--- src/rtl/dmem_responder.sv ---
// dmem_responder: word-addressed data memory serving MEM-stage lw/sw with WAIT_CYCLES wait states.
// Optional address checking under DMEM_ALIGN_CHECK_EN (misaligned or out-of-range requests set rsp_err).
module dmem_responder #(
  parameter int DATA_W      = 32,
  parameter int DEPTH       = 32,
  parameter int WAIT_CYCLES = 2
) (
  input  logic              clk,
  input  logic              rst_n,
  input  logic              req_valid,
  output logic              req_ready,
  input  logic              req_we,
  input  logic [31:0]       req_addr,
  input  logic [DATA_W-1:0] req_wdata,
  output logic              rsp_valid,
  input  logic              rsp_ready,
  output logic [DATA_W-1:0] rsp_rdata,
  output logic              rsp_err
);
  localparam int AW = $clog2(DEPTH);
  typedef enum logic [1:0] {IDLE, WAIT, RESP} state_t;
  state_t            r_state, w_next;
  logic [3:0]        r_cnt;
  logic              r_we, r_err;
  logic [AW-1:0]     r_idx;
  logic [DATA_W-1:0] r_wdata;
  logic [DATA_W-1:0] r_mem [DEPTH];
  logic              w_acc, w_err, w_enter_resp, w_unused;
  assign w_acc        = r_state == IDLE && req_valid;
  assign w_enter_resp = r_state == WAIT && r_cnt == 4'd0;
  assign w_unused     = ^{req_addr[31:AW+2], req_addr[1:0]};
`ifdef DMEM_ALIGN_CHECK_EN
  assign w_err = req_addr[1:0] != 2'b00 || req_addr >= 32'(4 * DEPTH);
`else
  assign w_err = 1'b0;
`endif
  // WAIT always lasts WAIT_CYCLES+1 cycles, giving a response WAIT_CYCLES+1 edges after accept
  always_comb begin
    w_next = r_state;
    w_next = r_state == IDLE ? (req_valid ? WAIT : IDLE) :
             r_state == WAIT ? (r_cnt == 4'd0 ? RESP : WAIT) :
             (rsp_ready ? IDLE : RESP);
  end
  always_ff @(posedge clk or negedge rst_n) begin
    if (!rst_n) begin
      r_state   <= IDLE;
      r_cnt     <= 4'd0;
      r_we      <= 1'b0;
      r_err     <= 1'b0;
      r_idx     <= '0;
      r_wdata   <= '0;
      rsp_rdata <= '0;
      rsp_err   <= 1'b0;
    end else begin
      r_state <= w_next;
      if (w_acc) begin
        r_we    <= req_we;
        r_err   <= w_err;
        r_idx   <= req_addr[AW+1:2];
        r_wdata <= req_wdata;
        r_cnt   <= 4'(WAIT_CYCLES);
      end else if (r_state == WAIT && r_cnt != 4'd0) begin
        r_cnt <= r_cnt - 4'd1;
      end
      if (w_enter_resp) begin
        rsp_rdata <= (r_we || r_err) ? '0 : r_mem[r_idx];
        rsp_err   <= r_err;
      end
    end
  end
  always_ff @(posedge clk) begin
    if (w_enter_resp && r_we && !r_err) r_mem[r_idx] <= r_wdata;
  end
  assign rsp_valid = r_state == RESP;
  assign req_ready = rst_n && r_state == IDLE;
endmodule

--- config.mk ---
export PLATFORM = sky130hd
export DESIGN_NAME = dmem_responder
export DESIGN_NICKNAME = d
export VERILOG_FILES = /design/src/rtl/dmem_responder.sv
export SDC_FILE = /design/constraint.sdc
export NUM_CORES = 1
export LEC_CHECK = 0
export CORE_UTILIZATION = 35
export DETAILED_ROUTE_END_ITERATION = 8
export GPL_TIMING_DRIVEN = 0
export PLACE_DENSITY = 0.5
export SLEW_MARGIN = 20
export SYNTH_ARGS = -nofsm -noshare
export SYNTH_HDL_FRONTEND = slang
export SYNTH_SLANG_ARGS = --single-unit
export TNS_END_PERCENT = 5
--- constraint.sdc ---
create_clock -name clk -period 9.3 [get_ports clk]
set_input_delay 1.395 -clock clk [delete_from_list [all_inputs] [get_ports clk]]
set_output_delay 1.395 -clock clk [all_outputs]
set_load 0.1 [all_outputs]
==> flow_summary.toml, run 1 <==
[sta]
min_period_over_period = 0.5126
rsz0062_at_grt = "false"
skew_ns = 0.02307
timing.hold.ws_ns = 0.5170
fin_setup_tns_ns = 0
hold_violations = 0
worst_slew_pin_slew_ns = 1.121
fmax_mhz = 209.8
maxSlewHeadroom = 0.2525
setup_viol_count_final = 0
final-max-slew-violation-count = 0
min_period_ns = 4.767

[layout]
fin_nets = 2591
area_growth_pct = 19.53
post-route-util = 0.4230
drive_gt1_frac = 0.1668
layout.cells.non_filler = 4158
fin_area_sq_mm = 0.05001

[routing]
drt_wl_total_microns = 123800
drtIter0Drc = 2254
via_per_inst = 5.430
wl_met2_microns = 60820
ant_nets = 0
firstDrtPassIters = 5
wl_met3_microns = 6802
met1Wirelength_microns = 52760
vias = 22579
top_layer_used = "met4"
wl_per_cell_microns = 29.78
drc_errors = 0

[job]
maxCapViolCount = 0

[global_routing]
gr-total-overflow = 0
grt_antenna_before_repair = 2
grt_max_degree = 65
track_usage = 0.2025
grt_pass1_wl_microns = 172100
grt_pass1_vias = 23115

[logic_synthesis]
ys_seq_area_frac = 0.7803
yosys.cell_types.count = 39
async_reset_ff_frac = 0.06909
synth_top_area_frac = 0.7349
yosysWarnings = 0
ys_ff_latch = 1100
syn_area_sq_mm = 0.04184
synth.area.top_cells = "edfxtp_1 (73%), mux2i_1 (12%), dfrtp_1 (4.5%)"
synthesis.nets = 2329
syn_avg_cell_area_sq_um = 18.52
synth_ff_type = "edfxtp_1"
synth_edf_count = 1024
synthCells = 2259
synth_top_area_cell = "edfxtp_1"

[worst_hold_path]
hp-start = "rsp_rdata[11]"
hold_class = "reg -> reg"
worstHoldEndpoint = "rsp_rdata[11]"
holdPathStages = 1

[floorplanning]
rows = 126
io_pins = 104
design.core.area_sq_mm = 0.1182
start_util = 0.3539
die-area_sq_mm = 0.1209
dieWidth_microns = 347.8
dieHeight_microns = 347.8

[clock_network]
cts-root-buf = "clkbuf_16"
clkTransAtPathRegs_ns = 0.06
hold_buffers = 0
cts_made_buffers = 112
postCtsSetupBuffers = 0
cts_max_path_buffers = 3
cts_tree = "yes"
cts_sinks = 1100
clkLatencyLatePin_ns = 0.70
h-tree-depth = 3
cts_resized = 0

[worst_setup_path]
critPathCaptureType = "primary output"
crit_chain = "buf_6 > buf_16 > nor3b_1 > clkdlybuf4s50_1"
r2r_end = "r_mem[26][8]"
critical_path_buf_inv_count = 3
crit_slowest_cell = "clkdlybuf4s50_1"
cp_slowest_stage_delay_ns = 1.16
path_max_fanout = 64
startpoint_type = "primary input"
crit_type = "in -> out"
cp.arrival_ns = 3.37
crit_required_ns = 7.91
rr_worst_depth = 9
cpLargestDelayFamily = "buffers and inverters"
r2r_setup_slack_ns = 4.94
reg2reg_from = "r_idx[1]"

[power_and_ir_drop]
ir_drop_mv = 0.1967
leakagePower_nw = 17.29
power_density_mw_per_mm2 = 314.5

[placement]
gp_congestion = 0.7888
port_buffers = 75
dpl.cell_count = 3942
hpwl_microns = 84310
postPlaceCellArea_sq_mm = 0.04625

[outcome]
outcome = "completed"
## sequential cells by signal, summed over array words and instances, names as in the netlist
register,count
r_wdata,32
r_idx,5
r_we,1
r_mem,1024
rsp_rdata,32
r_state,2
r_cnt,4
## cells in the final DEF, fill, tap and decap left out, drive strengths merged, types with 2 or more instances in the layout
master            n
edfxtp         1024
mux2i           512
o22ai           256
clkbuf          192
buf             180
dfrtp            76
clkdlybuf4s50    74
nor4             65
mux2             38
clkinv           37
nand2            36
nor2             35
a22o             32
bufinv            9
nand4b            6
nand4bb           6
inv               5
or4b              5
clkinvlp          4
nor3              4
or3b              3
nor3b             3
diode             2
nand3             2
xnor2             2
nand4             2
nand3b            2
## how the worst max path moves through the flow
stage,start,endpoint,slack [ns],cells past startpoint
2_1_floorplan,rst_n,req_ready,4.33,1
3_3_place_gp,r_idx[1],r_mem[27][9],0.73,6
3_5_place_dp,rst_n,req_ready,4.49,4
4_1_cts,rst_n,req_ready,4.47,4
5_1_grt,rst_n,req_ready,4.40,4
6_report,rst_n,req_ready,4.53,4
## report_power, final
part | switching [mW] | total [mW] | internal [mW] | leakage (nW)
clock | 1.87 | 4.50 | 2.62 | 1.81
combinational | 2.74 | 4.13 | 1.39 | 5.33
sequential | 0.793 | 7.11 | 6.31 | 10.1
total | 5.41 | 15.7 | 10.3 | 17.3
## through the flow
step                      setup slack [ns]  total power, mW
after floorplan                      4.328            9.466
after global placement              0.7318            11.18
after detailed placement             4.492            11.36
after CTS                            4.475            15.84
after global routing                 4.402            16.25
final                                4.533            15.73
## layout make-up
| cell class | instances | area [sq um] |
|---|---|---|
| diodes | 2 | 5.005 |
| plain buffers | 137 | 691.9 |
| clock buffers | 161 | 3172 |
| clock inverters | 52 | 551.8 |
| fillers | 10402 | 68220 |
| inverters | 3 | 11.26 |
| multi-input cells | 1019 | 8726 |
| flip-flops and latches | 1100 | 32670 |
| well taps | 1536 | 1922 |
| repair buffers | 148 | 2268 |
## synthesized netlist by cell type (all sizes together) (6+ instances only)
library cell,count
edfxtp,1024
mux2i,512
o22ai,256
buf,106
dfrtp,76
nor4,65
mux2,38
nand2,36
nor2,35
a22o,32
clkbuf,31
nand4b,6
nand4bb,6
## logic make-up (layout without fill, tap and decap cells)
family	count (synthesis)	in the layout	synth area share
DFF	1100	1100	0.7803
muxes	550	550	0.1327
AOI/OAI and AO/OA	290	290	0.04545
and+or+nand+nor	174	174	0.02371
buffers and inverters	140	501	0.01678
xor gates and xnor gates	3	3	0.0006281
adders and majority gates	1	1	0.0002990
other	1	3	0.00008962
## metal layers
layer	GRT usage	up-vias
met1	0.2717	11945
li1	-	9695
met5	0	-
met3	0.02490	182
met4	0.06419	0
met2	0.3418	757
Note: power is estimated with default switching activity, not from simulation.
==> run 2, diff against run 1 <==
==> constraint.sdc (replaced) <==
create_clock -name clk -period 4.95 [get_ports clk]
set_input_delay 0.7425 -clock clk [delete_from_list [all_inputs] [get_ports clk]]
set_output_delay 0.7425 -clock clk [all_outputs]
set_load 0.1 [all_outputs]
==> flow_summary.toml, run 2 (synthesis gave the netlist of run 1 again) <==
[layout]
post-route-util = 0.4231
reg.largest.list = "r_mem x1024, r_wdata x32, rsp_rdata x32"
drive_gt1_frac = 0.1667
largest_reg_flops = 1024
final_cell_mix = "edfxtp_1 (1024), mux2i_1 (512), o22ai_1 (255)"
fin_area_sq_mm = 0.05002
top_register = "r_mem"
fin_nets = 2592
area_growth_pct = 19.55
layout.cells.most_common = "edfxtp_1"

[sta]
min_period_over_period = 0.8742
rsz0062_at_grt = "false"
setup_viol_count_final = 0
final-max-slew-violation-count = 0
hold_violations = 0
fmax_mhz = 231.1
min_period_ns = 4.327
fin_setup_tns_ns = 0
maxSlewHeadroom = 0.2556
setup_slack_ns = 0.6228
worst_slew_pin_slew_ns = 1.113
skew_ns = 0.01993

[worst_setup_path]
rr_worst_depth = 9
r2r_setup_slack_ns = 0.62
r2r_end = "r_mem[26][11]"
reg2reg_from = "r_idx[1]"
startpoint_type = "flop"
cp.arrival_ns = 4.72
cp_slowest_stage_delay_ns = 0.84
critical_path_buf_inv_count = 7
crit_required_ns = 5.34
cpLargestDelayFamily = "buffers and inverters"
crit_chain = "buf_2 > buf_6 > buf_2 > buf_2 > nand4b_1 > nor3_2 > buf_6 > buf_4 > buf_4"
path_max_fanout = 10
critPathCaptureType = "flop"
crit_type = "reg -> reg"
critPathMostFrequentCell = "buf_2"
crit_slowest_cell = "nand4b_1"

[power_and_ir_drop]
leakagePower_nw = 17.29
ir_drop_mv = 0.3715
total_power_mw = 29.56
power_density_mw_per_mm2 = 590.9

[clock_network]
hold_buffers = 1
cts_max_path_buffers = 3
h-tree-depth = 3
clkTransAtPathRegs_ns = 0.06
cts_made_buffers = 112
clkLatencyLatePin_ns = 0.70
cts_tree = "yes"
cts_resized = 0
cts_sinks = 1100
postCtsSetupBuffers = 0
cts-root-buf = "clkbuf_16"

[routing]
wl_per_cell_microns = 29.76
drc_errors = 0
via_per_inst = 5.416
vias = 22519
drt_wl_total_microns = 123700
ant_nets = 0
drtIter0Drc = 2179
firstDrtPassIters = 5

[global_routing]
grt_pass1_wl_microns = 172100
track_usage = 0.2025
gr-total-overflow = 0
grt_pass1_vias = 23117
grt_max_degree = 65
grt_antenna_before_repair = 2

[floorplanning]
start_util = 0.3539
rows = 126
design.core.area_sq_mm = 0.1182
dieWidth_microns = 347.8
io_pins = 104
dieHeight_microns = 347.8
die-area_sq_mm = 0.1209

[placement]
gp_congestion = 0.7888
postPlaceCellArea_sq_mm = 0.04625
port_buffers = 75
hpwl_microns = 84310
detailedPlace.worstSlack_ns = 0.7398

[job]
maxCapViolCount = 0

[worst_hold_path]
hold_class = "in -> async"

[outcome]
outcome = "completed"
[run 2: cell count changes in the layout (fill, tap and decap cells not counted), sizes merged]
cell	delta
diode	-1
dlygate4sd3	+1
[run 2: where the power goes]
| part | leakage, nW | internal [mW] | switching [mW] |
|---|---|---|---|
| clock network | 1.81 | 4.93 | 3.53 |
| registers | 10.1 | 11.9 | 1.49 |
| logic | 5.33 | 2.61 | 5.13 |
| total | 17.3 | 19.4 | 10.2 |
[run 2: per-layer routing]
metal	GRT usage	vias up	wire length, microns
met5	0	-	0
met4	0.06419	0	3487
met3	0.02490	185	7073
met2	0.3418	803	60820
met1	0.2717	11850	52350
li1	-	9681	-
[run 2: how the worst max path moves through the flow]
stage	from	slack, ns	endpoint	depth (start not counted)
2_1_floorplan	r_idx[1]	0.92	r_mem[26][0]	6
3_3_place_gp	r_idx[1]	-3.62	r_mem[27][9]	6
3_5_place_dp	r_idx[1]	0.74	r_mem[26][10]	9
4_1_cts	r_idx[1]	0.67	r_mem[26][7]	9
5_1_grt	r_idx[1]	0.60	r_mem[26][7]	9
6_report	r_idx[1]	0.62	r_mem[26][11]	9
[run 2: metrics by stage]
step,cells,hold WS [ns]
after floorplan,2259,0.4469
after global placement,3870,0.5016
after detailed placement,3942,0.4986
after CTS,4156,0.4099
after global routing,4158,0.4439
final,4158,0.4490
[run 2: layout make-up]
| type | count | area, sq um |
|---|---|---|
| multi-input cells | 1019 | 8726 |
| diodes | 1 | 2.502 |
| plain buffers | 137 | 691.9 |
| well taps | 1536 | 1922 |
| repair buffers | 149 | 2278 |
| clock buffers | 161 | 3172 |
| inverters | 3 | 11.26 |
| flip-flops and latches | 1100 | 32670 |
| fillers | 10401 | 68220 |
| clock inverters | 52 | 551.8 |
==> run 3, diff against run 2 <==
--- a/config.mk
+++ b/config.mk
@@ -6,6 +6,7 @@
 export NUM_CORES = 1
 export LEC_CHECK = 0
 export CORE_UTILIZATION = 35
+export CTS_BUF_LIST = sky130_fd_sc_hd__clkbuf_4
 export DETAILED_ROUTE_END_ITERATION = 8
 export GPL_TIMING_DRIVEN = 0
 export PLACE_DENSITY = 0.5
==> flow_summary.toml, run 3 (synthesis gave the netlist of run 1 again) <==
[global_routing]
grt_pass1_vias = 24600
grt_max_degree = 65
track_usage = 0.2064
grt_pass1_wl_microns = 175200
grt_antenna_before_repair = 4
gr-total-overflow = 0

[routing]
wl_per_cell_microns = 28.23
firstDrtPassIters = 6
via_per_inst = 5.334
drtIter0Drc = 2231
drt_wl_total_microns = 125600
vias = 23731
drc_errors = 0
ant_nets = 0

[sta]
skew_ns = 0.1140
min_period_over_period = 0.8864
setup_viol_count_final = 0
hold_violations = 0
fmax_mhz = 227.9
fin_setup_tns_ns = 0
rsz0062_at_grt = "false"
maxSlewHeadroom = 0.2495
final-max-slew-violation-count = 0
worst_slew_pin_slew_ns = 1.126
min_period_ns = 4.387

[power_and_ir_drop]
power_density_mw_per_mm2 = 579.8
ir_drop_mv = 0.3883
leakagePower_nw = 17.68

[outcome]
outcome = "completed"

[placement]
dpl.cell_count = 3942
gp_congestion = 0.7888
hpwl_microns = 84310
port_buffers = 75

[worst_hold_path]
hold_class = "in -> reg"

[clock_network]
cts_max_path_buffers = 4
cts-root-buf = "clkbuf_4"
cts_made_buffers = 300
cts_sinks = 1100
cts_tree = "yes"
clkTransAtPathRegs_ns = 0.07
h-tree-depth = 5
clkLatencyLatePin_ns = 1.20
postCtsSetupBuffers = 0

[worst_setup_path]
cp_slowest_stage_delay_ns = 0.82
crit_type = "reg -> reg"
cpLargestDelayFamily = "buffers and inverters"
cp.arrival_ns = 5.17
startpoint_type = "flop"
critPathCaptureType = "flop"
crit_chain = "buf_2 > buf_6 > buf_2 > buf_2 > nand4b_1 > nor3_2 > buf_6 > buf_4 > buf_4"
critPathMostFrequentCell = "buf_2"
crit_slowest_cell = "nand4b_1"
path_max_fanout = 10
critical_path_buf_inv_count = 7
crit_required_ns = 5.73

[floorplanning]
dieHeight_microns = 347.8
rows = 126
start_util = 0.3539
design.core.area_sq_mm = 0.1182
dieWidth_microns = 347.8
io_pins = 104
die-area_sq_mm = 0.1209

[layout]
layout.cells.non_filler = 4449
layout.cells.most_common = "edfxtp_1"
final_cell_mix = "edfxtp_1 (1024), mux2i_1 (512), clkbuf_4 (450)"
top_register = "r_mem"
post-route-util = 0.4225
drive_gt1_frac = 0.2534
fin_nets = 2780
reg.largest.list = "r_mem x1024, r_wdata x32, rsp_rdata x32"
area_growth_pct = 19.40
largest_reg_flops = 1024

[job]
maxCapViolCount = 0
run 3: cell count changes in the layout (fill, tap and decap cells not counted), sizes merged:
cell         before  now
clkinvlp          4    3
dlygate4sd3       1    2
clkbuf          192  481
diode             1    8
bufinv            9    3
clkinv           37   35
inv               5    9
buf             180  179
run 3: worst paths after layout:
| kind | startpoint | to | slack, ns | depth (start not counted) |
|---|---|---|---|---|
| max in group asynchronous | rst_n | r_wdata[12] | 3.55 | 3 |
| hold reg to reg | rsp_rdata[4] | rsp_rdata[4] | 0.51 | 1 |
| setup / recovery | r_idx[1] | r_mem[26][9] | 0.56 | 9 |
| setup reg to reg | r_idx[1] | r_mem[26][9] | 0.56 | 9 |
| min in group asynchronous | rst_n | r_wdata[20] | 0.17 | 3 |
| hold / removal | req_wdata[6] | r_wdata[6] | 0.15 | 2 |
run 3: cell type report:
class	instances	area [sq um]
Sequential cell	1100	32670
Timing Repair Buffer	149	2273
Clock buffer	450	3378
Buffer	137	691.9
Tap cell	1536	1922
Multi-Input combinational cell	1019	8726
Antenna cell	8	20.02
Fill cell	10598	68280
Inverter	3	11.26
Clock inverter	47	270.3
run 3: timing repair:
| action | CTS | global route |
|---|---|---|
| hold endpoints to repair | 76 | 0 |
| hold buffers | 2 | 0 |
| gates resized for setup | 0 | 0 |
run 3: power by group:
part / switching, mW / leakage [nW] / internal (mW)
combinational: 5.12 / 5.33 / 2.60
sequential: 1.52 / 10.1 / 11.9
clock: 3.60 / 2.20 / 4.27
run 3: per-stage QoR:
| stage | total power, mW | setup WS [ns] | instance area [sq um] | hold WS, ns |
|---|---|---|---|---|
| final | 28.97 | 0.5625 | 49960 | 0.1540 |
| after detailed placement | 21.34 | 0.7398 | 46250 | 0.4986 |
| after CTS | 29.22 | 0.6310 | 49920 | 0.03281 |
| after global routing | 30.11 | 0.5490 | 49960 | 0.04574 |
| after floorplan | 17.78 | 0.9198 | 41840 | 0.4469 |
| after global placement | 21.01 | -3.618 | 44520 | 0.5016 |
run 3: worst reg2reg max path: cells and delay by family (launching register included):
family / cells / cell delay, ns
buffers and inverters: 7 / 1.93
and+or+nand+nor: 2 / 1.64
DFF: 1 / 0.44
run 3: per-layer routing:
| metal | part of all wire | vias to the layer above | global-route usage |
|---|---|---|---|
| li1 | - | 10241 | - |
| met1 | 0.42 | 12334 | 0.2674 |
| met2 | 0.49 | 937 | 0.3415 |
| met3 | 0.065 | 219 | 0.04114 |
| met4 | 0.029 | 0 | 0.07786 |
| met5 | 0 | - | 0 |
